$ cat src/rtl/alu_operand_stage.sv
// Operand fetch stage: 32-entry register file with writeback bypass feeding a
// one-deep valid/ready skid register that holds BusA/BusB/ALUCtrl for the ALU.
module alu_operand_stage #(
    parameter int n = 32
) (
    input  logic         Clk,
    input  logic         Reset_L,
    input  logic         InValid,
    output logic         InReady,
    input  logic [4:0]   RA,
    input  logic [4:0]   RB,
    input  logic         ImmSel,
    input  logic [n-1:0] Imm,
    input  logic [3:0]   ALUCtrlIn,
    input  logic [4:0]   RWIn,
    input  logic         RegWrIn,
    input  logic         WbEn,
    input  logic [4:0]   WbAddr,
    input  logic [n-1:0] WbData,
    output logic         OutValid,
    input  logic         OutReady,
    output logic [n-1:0] BusA,
    output logic [n-1:0] BusB,
    output logic [3:0]   ALUCtrl,
    output logic [4:0]   RWOut,
    output logic         RegWrOut
);

    logic [n-1:0] regs [32];
    logic [n-1:0] opa;
    logic [n-1:0] rb_val;
    logic [n-1:0] opb;
    logic         capture;

    // Entry 0 is never written; the read path forces it to zero anyway.
    always_ff @(posedge Clk or negedge Reset_L) begin
        if (!Reset_L) begin
            for (int i = 0; i < 32; i++) begin
                regs[i] <= '0;
            end
        end else if (WbEn && (WbAddr != 5'd0)) begin
            regs[WbAddr] <= WbData;
        end
    end

    always_comb begin
        opa    = '0;
        rb_val = '0;
        if (RA != 5'd0) begin
            opa = (WbEn && (WbAddr == RA)) ? WbData : regs[RA];
        end
        if (RB != 5'd0) begin
            rb_val = (WbEn && (WbAddr == RB)) ? WbData : regs[RB];
        end
        opb = ImmSel ? Imm : rb_val;
    end

    assign InReady = !OutValid || OutReady;
    assign capture = InValid && InReady;

    // Operands are frozen once captured; only a new capture replaces them.
    always_ff @(posedge Clk or negedge Reset_L) begin
        if (!Reset_L) begin
            OutValid <= 1'b0;
            BusA     <= '0;
            BusB     <= '0;
            ALUCtrl  <= 4'b0000;
            RWOut    <= 5'd0;
            RegWrOut <= 1'b0;
        end else if (capture) begin
            OutValid <= 1'b1;
            BusA     <= opa;
            BusB     <= opb;
            ALUCtrl  <= ALUCtrlIn;
            RWOut    <= RWIn;
            RegWrOut <= RegWrIn;
        end else if (OutReady) begin
            OutValid <= 1'b0;
        end
    end

endmodule

$ cat config.mk
export PLATFORM = sky130hd
export DESIGN_NAME = alu_operand_stage
export DESIGN_NICKNAME = d
export VERILOG_FILES = /design/src/rtl/alu_operand_stage.sv
export SDC_FILE = /design/constraint.sdc
export NUM_CORES = 2
export LEC_CHECK = 0
export CAP_MARGIN = 20
export CORE_ASPECT_RATIO = 0.7
export CORE_MARGIN = 2
export CORE_UTILIZATION = 40
export DETAILED_ROUTE_END_ITERATION = 6
export PLACE_DENSITY = 0.63
export SYNTH_ARGS = -nofsm -noshare
export SYNTH_HDL_FRONTEND = slang
export SYNTH_SLANG_ARGS = --single-unit
$ cat constraint.sdc
create_clock -name Clk -period 3.11 [get_ports Clk]
set_input_delay 0.7775 -clock Clk [delete_from_list [all_inputs] [get_ports Clk]]
set_output_delay 0.7775 -clock Clk [all_outputs]
set_load 0.01 [all_outputs]
Word level (Yosys, flattened, before mapping)
Cells that the tools add are included.

storage, ports and cells
  logic and storage cells = 74
  output and inout port bits = 76
  flip-flop bits (word level) = 1099

operators by class
  eq/ne operators = 2
  magnitude comparators = 4
  reduce and logical (&&, ||, !) cells = 11
  muxes and demuxes = 16
  bitwise gates (word level) = 3

operators by type and width
  kind                                                      number
  bitwise mux 1024 bit                                      1
  binary-select mux 32 bit (select 5 bit)                   2
  two-way mux 32 bit                                        10
  demux 32 bit (select 5 bit)                               1
  greater-or-equal comparator 6 bit, second input constant  3
  inverter 5 -> 6 bit                                       3
  nonzero test 5 bit                                        3
  equality test 5 bit                                       2
  < comparator 6 x 1 -> 1 bit, second input constant        1
  logical AND 1 bit                                         5
  two-way mux 1 bit                                         2
  nonzero test 2 bit                                        1
  logical NOT 1 bit                                         1
  logical OR 1 bit                                          1

Depth between registers and ports, before layout
  word-level depth = 7
  mapped depth = 9

Worst setup path after synthesis
Ideal clock, no wire load.

  path type = input to register
  start point = input port RA[2]
  end point = register BusA[31]
  required time = 2.984 ns
  buffers on the path = 3
  slack = 0.337 ns
  cell stages on the path = 8
  arrival = 2.647 ns
  cells stage by stage = buf_2 -> buf_2 -> clkbuf_1 -> mux4_2 -> mux4_2 -> clkinv_1 -> o22ai_1 -> a221o_1

between the ends
  longest elaborated chain between the ends = 6
  elaborated cells on any way between the ends = 9

ends and longest elaborated chain
  what                                                    line  source
  start, declared                                         10    input logic [4:0] RA,
  inverter 5 -> 6 bit (not written as such)               50    opa = (WbEn && (WbAddr == RA)) ? WbData : regs[RA];
  binary-select mux 32 bit (select 5 bit)                 50
  two-way mux 32 bit (not written as such) (2 in series)  50
  two-way mux 32 bit                                      50
  two-way mux 32 bit (*)                                  49    if (RA != 5'd0) begin
  end signal, assigned                                    72    BusA <= opa;
  end, declared                                           22    output logic [n-1:0] BusA,

Every way passes the cells marked *; elsewhere a longest branch is shown, timed or not. The select of a mux whose other input is x is not followed.
A chain may end at the register's enable or synchronous reset.

Final worst setup path
  start point = input port OutReady
  end point = output port InReady

between the ends
  longest elaborated chain between the ends = 1

ends and longest elaborated chain
  what              line  source
  start, declared   21    input logic OutReady,
  logical OR 1 bit  58    assign InReady = !OutValid || OutReady;
  end, declared     9     output logic InReady,

No other way between the ends.

==> metrics.yaml <==
run_status:
  status: "complete, no violations"
detailed_routing:
  drc: 0
  drtPass1Iterations: 5
  vias: 38250
  avgViaCountPerCell: 6.380
  wirelength_mm: 189.6
  dr_wl_met2_mm: 83.56
  wl_per_cell_um: 31.63
  route.met3.wl_mm: 14.94
  met1Wirelength_mm: 83.50
  top_layer: "met5"
  ant_nets: 0
  drtIter0Drc: 4093
setup_path:
  rr_worst_depth: 5
  worstPathArrival_ps: 2020
  r2r_start: "regs[672]$_DFFE_PN0P_"
  crit_type: "in2out"
  endpoint_kind: "output port"
  startpoint: "OutReady"
  path_max_fanout: 5
  worstSetupStartpointType: "input port"
  crit_required_ps: 2330
die:
  rows: 116
  initial_core_util: 0.4024
  fp.dieH_um: 321.1
  coreArea_um2: 142800
  die-area_um2: 146800
  ios: 171
  die_x_um: 457.0
clock_network:
  cts_htree_levels: 3
  cts_tree: "done"
  clockRootBuffer: "clkbuf_16"
  cts.hold.buffers_added: 0
  clk_latency_ps: 750
  cts_resized: 0
  post-cts-setup-buffers: 0
  clock_path_buffers: 3
  clock_sinks: 1099
  clkTransAtPathRegs_ps: 60
  cts_made_buffers: 109
yosys:
  syn_area_per_cell_um2: 14.88
  synth_cells: 3861
  netlist_area_um2: 57470
  seq_area_frac_synth: 0.4786
  ys.flop_type: "dfrtp_1"
  yosys.cell_types.count: 39
  synth-edff-count: 0
  synth_nets: 3956
  async_flop_share: 1.000
  yosys_warnings: 0
  yosys_register_bits: 1099
cells_and_area:
  post-route-util: 0.4738
  nNetsFinal: 4111
  regArea_um2: 27500
  layout_commonest_cell: "dfrtp_1"
  fill_cells: 12380
  drive_gt1_frac: 0.4839
  syn_to_final_growth_pct: 17.76
  multi_input_area_um2: 28020
  final_cell_mix: "1,099 x dfrtp_1, 992 x mux2_2, 448 x mux4_2"
  final_cells: 5995
timing:
  slew_violations: 0
  layout_setup_ws_ps: 311.9
  final-hold-violation-count: 0
  worst_slew_pin_slew_ps: 837.4
  setup_viol_count_final: 0
  clock_skew_ps: 35.22
  rsz0062_at_grt: "no"
  period_needed_ps: 2798
  max-slew-margin-rel: 0.4418
  fmax_mhz: 357.4
  period_share: 0.8997
global_routing:
  grt_start_max_net_pins: 82
  grt_pass1_vias: 38450
  overflow: 0
  grt_usage: 0.2580
  antenna_found_initial: 2
  grt_pass1_wl_mm: 278.9
placed_design:
  dp_hpwl_mm: 118.2
  post-place-ws_ps: -90.07
  dp_cells: 5793
  portBuffers: 170
  gp_congestion: 0.8357
power:
  p_leak_nw: 28.91
  irDropWorstVdd_v: 0.0005952
  powerDensity_nw_per_um2: 626.1
flow_run:
  maxCapViolations: 0
hold_path:
  hold_class: "in2async"
[cell usage after synthesis, drive strengths merged (2+ instances only)]
library cell / count / area, um^2
dfrtp: 1099 / 27500
mux2: 992 / 11170
mux4: 448 / 10090
clkbuf: 293 / 1100
mux2i: 256 / 2562
buf: 146 / 820.8
a221oi: 128 / 1121
a21oi: 64 / 320.3
a221o: 64 / 640.6
a22oi: 64 / 480.5
o21ai: 64 / 320.3
clkinv: 63 / 236.5
nand2: 50 / 187.7
o22ai: 32 / 200.2
o32a: 32 / 320.3
nor2: 19 / 71.32
xnor2: 9 / 78.83
inv: 5 / 18.76
nor3b: 5 / 37.54
nand3: 4 / 20.02
nor3: 3 / 15.01
a211oi: 2 / 15.01
and2: 2 / 12.51
nand2b: 2 / 12.51
nand3b: 2 / 15.01
o211ai: 2 / 15.01
or2: 2 / 12.51
[registers in the layout (all words and copies together), names as in the netlist]
register	cells
BusB	32
ALUCtrl	4
RegWrOut	1
BusA	32
RWOut	5
OutValid	1
regs	1024
[critical path: stages]
cell	delay [ps]
clkdlybuf4s50_1	440
nand2b_1	220
clkdlybuf4s50_1	580
[cell type report]
type                            instances  share of cell area
Clock inverter                         44            0.008875
Antenna cell                            1          0.00003698
Clock buffer                          157             0.04744
Timing Repair Buffer                  483             0.08442
Multi-Input combinational cell       2255              0.4141
Sequential cell                      1099              0.4064
Inverter                               68            0.003809
Tap cell                             1888             0.03491
[metrics by stage]
step | power [mW] | cell area, um^2 | TNS, ps | hold slack [ps]
finish | 42.37 | 67670 | 0 | 79.75
floorplan | 24.83 | 57470 | 0 | 441.3
detailed placement | 28.23 | 63860 | -1791 | 382.3
global placement | 27.91 | 63860 | -1082 | 376.4
global route | 44.11 | 67670 | 0 | 79.63
CTS | 42.53 | 67670 | 0 | 62.43
[worst paths after layout]
kind	slack, ps	endpoint
min	80	regs[5]$_DFFE_PN0P_
min in group Clk	390	regs[996]$_DFFE_PN0P_
max	310	InReady
min reg2reg	390	regs[996]$_DFFE_PN0P_
max reg2reg	1010	BusB[0]$_DFFE_PN0P_
max in group asynchronous	2020	regs[78]$_DFFE_PN0P_
[routing by layer]
| metal | global-route usage | up-vias |
|---|---|---|
| met1 | 0.3773 | 20800 |
| met5 | 0 | - |
| li1 | - | 15390 |
| met2 | 0.3777 | 1668 |
| met4 | 0.09919 | 2 |
| met3 | 0.05229 | 388 |
[power by group]
| part | total, mW | switching, mW | leakage (nW) | internal (mW) |
|---|---|---|---|---|
| Sequential | 19.2 | 2.18 | 14.0 | 17.0 |
| Combinational | 8.90 | 3.54 | 13.0 | 5.36 |
| Clock | 14.3 | 6.01 | 1.89 | 8.25 |
| Total | 42.4 | 11.7 | 28.9 | 30.6 |
[cell families after synthesis]
family,Yosys count,synth area share
compound gates,455,0.06020
buf+inv,507,0.03786
xor+xnor,10,0.001524
flops,1099,0.4786
simple gates,94,0.007294
mux,1696,0.4146
No activity file was read; power rests on OpenSTA's default activity.
